## config.mk

```make
export PLATFORM = sky130hd
export DESIGN_NAME = updown_counter_hex
export DESIGN_NICKNAME = d
export VERILOG_FILES = /design/src/rtl/updown_counter_hex.sv
export SDC_FILE = /design/constraint.sdc
export NUM_CORES = 1
export LEC_CHECK = 0
export ABC_AREA = 1
export CORE_MARGIN = 2
export CORE_UTILIZATION = 32
export CTS_BUF_LIST = sky130_fd_sc_hd__clkbuf_2
export DETAILED_ROUTE_END_ITERATION = 10
export SLEW_MARGIN = 10
export SYNTH_ARGS = -nofsm -noshare
export SYNTH_HDL_FRONTEND = slang
export SYNTH_SLANG_ARGS = --single-unit
```

## constraint.sdc

```tcl
create_clock -name clk -period 2.1 [get_ports clk]
set_input_delay 0.42 -clock clk [delete_from_list [all_inputs] [get_ports clk]]
set_output_delay 0.42 -clock clk [all_outputs]
set_load 0.01 [all_outputs]
```

## src/rtl/updown_counter_hex.sv

```systemverilog
// Up/down counter with parallel load, terminal-count flag and registered seven-segment decode.
// Define UPDOWN_COUNTER_SAT_EN to saturate at the bounds instead of wrapping.
module updown_counter_hex #(
    parameter int WIDTH   = 8,
    parameter int MAX_VAL = 2**WIDTH - 1
) (
    input  logic                    clk,
    input  logic                    rst_n,
    input  logic                    en,
    input  logic                    up,
    input  logic                    load,
    input  logic [WIDTH-1:0]        load_val,
    output logic [WIDTH-1:0]        count,
    output logic                    tc,
    output logic [7*(WIDTH/4)-1:0]  hex
);

    localparam int                    DIGITS  = WIDTH / 4;
    localparam logic [WIDTH-1:0]      MAX_C   = WIDTH'(MAX_VAL);
    localparam logic [7*DIGITS-1:0]   HEX_RST = {DIGITS{7'b1000000}};

    // Active-low segments, bit 0 = segment a.
    function automatic logic [6:0] seg7(input logic [3:0] nib);
        logic [6:0] s;
        s = 7'b1111111;
        case (nib)
            4'h0: s = 7'b1000000;
            4'h1: s = 7'b1111001;
            4'h2: s = 7'b0100100;
            4'h3: s = 7'b0110000;
            4'h4: s = 7'b0011001;
            4'h5: s = 7'b0010010;
            4'h6: s = 7'b0000010;
            4'h7: s = 7'b1111000;
            4'h8: s = 7'b0000000;
            4'h9: s = 7'b0010000;
            4'hA: s = 7'b0001000;
            4'hB: s = 7'b0000011;
            4'hC: s = 7'b1000110;
            4'hD: s = 7'b0100001;
            4'hE: s = 7'b0000110;
            4'hF: s = 7'b0001110;
        endcase
        return s;
    endfunction

    logic [WIDTH-1:0]    count_next;
    logic [7*DIGITS-1:0] hex_next;

    // NOTE: every always_comb output gets a default first, so no path can infer a latch.
    always_comb begin
        count_next = count;
        if (load) begin
            count_next = (load_val > MAX_C) ? MAX_C : load_val;
        end else if (en) begin
            if (up) begin
                if (count > MAX_C) begin
                    count_next = '0;
                end else if (count == MAX_C) begin
`ifdef UPDOWN_COUNTER_SAT_EN
                    count_next = MAX_C;
`else
                    count_next = '0;
`endif
                end else begin
                    count_next = count + 1'b1;
                end
            end else begin
                if (count > MAX_C) begin
                    count_next = MAX_C;
                end else if (count == '0) begin
`ifdef UPDOWN_COUNTER_SAT_EN
                    count_next = '0;
`else
                    count_next = MAX_C;
`endif
                end else begin
                    count_next = count - 1'b1;
                end
            end
        end
    end

    always_comb begin
        hex_next = HEX_RST;
        for (int k = 0; k < DIGITS; k++) begin
            hex_next[7*k +: 7] = seg7(count[4*k +: 4]);
        end
    end

    // tc is gated by rst_n so it reads low throughout reset, not only after it.
    assign tc = rst_n & en & ~load &
                ((up & (count == MAX_C)) | (~up & (count == '0)));

    // NOTE: sequential state uses non-blocking assignments only, so every register sees pre-edge values.
    always_ff @(posedge clk or negedge rst_n) begin
        if (!rst_n) begin
            count <= '0;
            hex   <= HEX_RST;
        end else begin
            count <= count_next;
            hex   <= hex_next;
        end
    end

endmodule

```

# After elaboration in Yosys (flattened, before gate mapping)
# Memories as Yosys holds them, arrays and structs flattened. A register that Yosys moved wholly into a read port is not among the register bits.
# Cells that the tools add are included.
[op_classes]
addsub = 2
multipliers = 0
div_mod_pow = 0
magnitude_cmp = 2
eq_ne = 1
n_shift = 0
mux = 8
n_bitwise = 8
n_reduce_logical = 4
[ops]
columns = ["operator", "n"]
rows = [
  ["$mux W8", 8],
  ["$gt A8 B8 Y1 const B", 2],
  ["$add A8 B1 Y8 const B", 1],
  ["$eq A8 B8 Y1 const B", 1],
  ["$logic_not A8 Y1", 1],
  ["$sub A8 B1 Y8 const B", 1],
  ["$and A1 B1 Y1", 5],
  ["$logic_not A1 Y1", 2],
  ["$not A1 Y1", 2],
  ["$reduce_bool A2 Y1", 1],
  ["$or A1 B1 Y1", 1],
]
[word_totals]
reg_bits = 8
latch_bits = 0
ramBits = 0
romBits = 224
input_bits = 13
output_inout_bits = 23
wordCells = 28
memories = 2
[mem_list]
columns = ["memory", "words", "word_bits", "read_ports", "rd_ports_with_merged_regs", "wr", "line", "source"]
rows = [
  ["(no name shown)", 16, 7, 1, 1, 0, "26", "case (nib)"],
  ["(no name shown)", 16, 7, 1, 1, 0, "26", ""],
]

# Depth between registers and ports, before layout
[depth]
ltp_word = 6
depth_mapped = 10
ltp_nobuf = 10

# Worst setup path after synthesis
# Ideal clock, no wire load.
[synth_path]
path_kind = "reg2out"
start = "reg count[1]"
end = "out tc"
t_arrival_ps = 1404
t_required_ps = 1680
path_slack_ps = 276
stages_incl_launch_ff = 8
n_path_buf = 0
path_cell_list = "dfrtp_1 > ha_1 > inv_1 > nor2_4 > nand2_4 > nor2_4 > nand2_1 > a21oi_1"
[synth_between]
elab_chain_len = 4
elab_cells_between_ends = 6
cone_classes = "1 x eq/ne; 4 x bitwise; 1 x reduce/logical"
[synth_lines]
columns = ["item", "line", "source"]
rows = [
  ["start, declared", "13", "output logic [WIDTH-1:0] count,"],
  ["start signal, assigned", "101", "count <= count_next;"],
  ["$eq A8 B8 Y1 / $logic_not A8 Y1 (equally long branches)", "93", "((up & (count == MAX_C)) | (~up & (count == '0)));"],
  ["$and A1 B1 Y1", "93", ""],
  ["$or A1 B1 Y1 (*)", "93", ""],
  ["$and A1 B1 Y1 (*)", "92", "assign tc = rst_n & en & ~load &"],
  ["end, declared", "14", "output logic tc,"],
]
# Every way passes the cells marked *; elsewhere a longest branch is shown, timed or not.

# Worst setup path in the final report
[layout_path]
start = "reg count[0]"
end = "out tc"
# The elaborated chain is that of the path after synthesis.

==> flow_summary.yaml <==
run_status:
  status: "finished, final reports clean"
critical_path:
  worstPathCellList: "ha_2 > inv_2 > nor2_4 > nand2_4 > nor2_4 > nand2_2 > a21oi_2 > buf_2"
  cpMaxStageDelayCell: "dfrtp_1"
  worstPathMaxFanout: 4
  cp-end-kind: "output port"
  path_buf_inv: 2
  cp-startpoint: "count[0]"
  slowest_delay_ps: 440
  crit_path_start_kind: "flip-flop"
  path_class: "reg -> out"
  worstReg2RegEnd: "count[6]"
  reg2reg_depth: 11
  crit_family: "flip-flops"
  arrival_ps: 1660
  cp.required_ps: 1680
  r2r_slack_ps: 500
  rr_startpoint: "count[0]"
  crit_top_cell: "nor2_4"
global_routing:
  grtUsageTotal_pct: 16.75
  grt_max_degree: 23
  overflow: 0
  use_met1_pct: 22.91
  antenna_found_initial: 0
  grt.busiest_layer: "met2"
  use_met2_pct: 26.80
  grt_first_pass_wirelength_mm: 7.127
  use_met3_pct: 2.544
  grt_pass1_vias: 1535
floorplan:
  dieArea_um2: 5636
  row_count: 25
  placeableCoreArea_um2: 4786
  initial_core_util_pct: 33.78
  ioPinCount: 36
  die_w_um: 75.08
  die_h_um: 75.08
timing:
  hold_violations: 0
  finalCritPeriodShare_pct: 98.94
  tightest_slew_ps: 286.8
  final-setup-viol-count: 0
  relSlewSlack_pct: 80.88
  rsz0062_at_grt: "yes"
  holdWs_ps: 527.2
  maxSlewViolCount: 0
  fin_setup_tns_ps: 0
  skew_ps: 6.536
  fin_crit_ps: 2078
  max_freq_mhz: 481.3
synthesis:
  synth-async-reset-ratio_pct: 100.0
  synth-main-ff-cell: "dfrtp_1"
  synth.ff_latch_count: 22
  synth_enable_flop_cells: 0
  synth.net_count: 231
  yosysUniqueCellTypes: 33
  ys_warn_count: 0
  syn_avg_cell_area_um2: 7.847
  syn_inst: 206
  netlist_area_um2: 1617
  yosysSeqAreaShare_pct: 34.21
routing:
  drt_iter0_markers: 94
  wirelength_mm: 4.262
  first_pass_iters: 4
  drtAntennaViolNets: 0
  wl_per_cell_um: 12.54
  remaining_drc_errors: 0
  vias: 1613
  via_per_inst: 4.744
cts:
  cts_sinks: 22
  clock_latency_ps: 350
  clock-root-buffer: "clkbuf_2"
  cts_hold_buf: 0
  tritoncts: "done"
  cts_buffer_depth: 2
  cts.clk_slew.worst_paths_ps: 210
  numCtsBuffers: 3
  h-tree-depth: 1
placement:
  io_buffers: 35
  place.gp.congestion: 0.9151
  place_hpwl_mm: 3.417
final_layout:
  layout_commonest_cell: "nand2_1"
  area.growth.synth_to_final_pct: 41.80
  drive_above_1_share_pct: 25.64
  final_cell_mix: "nand2_1 (53), clkdlybuf4s50_1 (34), buf_4 (34)"
  fin_nets: 300
  diodes: 0
power:
  p_leak_nw: 1.101
  max-vdd-ir-drop_mv: 0.2888
  pwr_density_cell_nw_per_um2: 636.0
min_path:
  hp-class: "in -> async"
job:
  drv_cap: 0
-- layout make-up --
type,instances,area (um^2)
fillers,490,2494
multi-input cells,157,950.9
repair buffers,69,600.6
flip-flops and latches,22,554.3
inverters,22,87.58
well taps,67,83.83
clock buffers,3,15.01
-- through the flow --
step / instances / util, % / power (mW) / setup WS [ps] / cell area, um^2
after detailed placement: 334 / 46.90 / 1.286 / -77.80 / 2245
after CTS: 337 / 47.22 / 1.460 / 10.20 / 2260
after global placement: 334 / 46.90 / 1.282 / -91.56 / 2245
after floorplan: 206 / - / 0.9319 / 275.6 / 1617
final: 340 / 47.90 / 1.458 / 22.21 / 2292
after global routing: 340 / 47.90 / 1.566 / -99.36 / 2292
-- routing by layer --
metal | up-vias | routed length, um
met5 | - | 0
met4 | 0 | 68
met1 | 729 | 1980
met3 | 5 | 201
met2 | 53 | 2013
li1 | 826 | -
-- how the worst max path moves through the flow --
stage | to | slack, ps | cells past startpoint
4_1_cts | tc | 10 | 8
3_3_place_gp | tc | -90 | 5
5_1_grt | tc | -100 | 8
6_report | tc | 20 | 8
3_5_place_dp | tc | -80 | 5
2_1_floorplan | tc | 280 | 7
-- sequential cells by signal, summed over array words and instances (netlist names) --
register  count
hex          14
count         8
-- cell usage after synthesis (2+ instances only) --
master / number / area, um^2
ha_1: 12 / 150.1
o221ai_1: 4 / 35.03
a22oi_1: 5 / 37.54
dfstp_2: 2 / 52.55
nor2_4: 5 / 56.30
nand2_2: 2 / 12.51
nand2_1: 55 / 206.5
a21oi_1: 8 / 40.04
o21ai_1: 11 / 55.05
inv_1: 16 / 60.06
o21ai_0: 2 / 10.01
nor2_2: 4 / 25.02
inv_2: 5 / 18.77
nor2_1: 12 / 45.04
dfrtp_1: 20 / 500.5
o22ai_1: 4 / 25.02
buf_4: 3 / 22.52
o211ai_1: 2 / 15.01
xor2_1: 3 / 26.28
nand3_1: 18 / 90.09
-- power breakdown --
group | internal, mW | switching (mW) | leakage [nW]
combinational | 0.362 | 0.379 | 0.821
clock | 0.0389 | 0.133 | 0.0125
sequential | 0.506 | 0.0395 | 0.268
total | 0.907 | 0.551 | 1.10
-- repair_timing --
item	CTS	global route
setup buffers	0	3
gates resized for setup	7	5
endpoints found under the setup margin	1	2
pin swaps	2	3
-- logic make-up after synthesis --
| logic type | synth area share [%] |
|---|---|
| fa+ha+maj | 9.288 |
| buf+inv | 7.817 |
| flops | 34.21 |
| compound gates | 15.02 |
| simple gates | 31.04 |
| xor+xnor | 2.632 |
No activity file was read; power rests on OpenSTA's default activity.
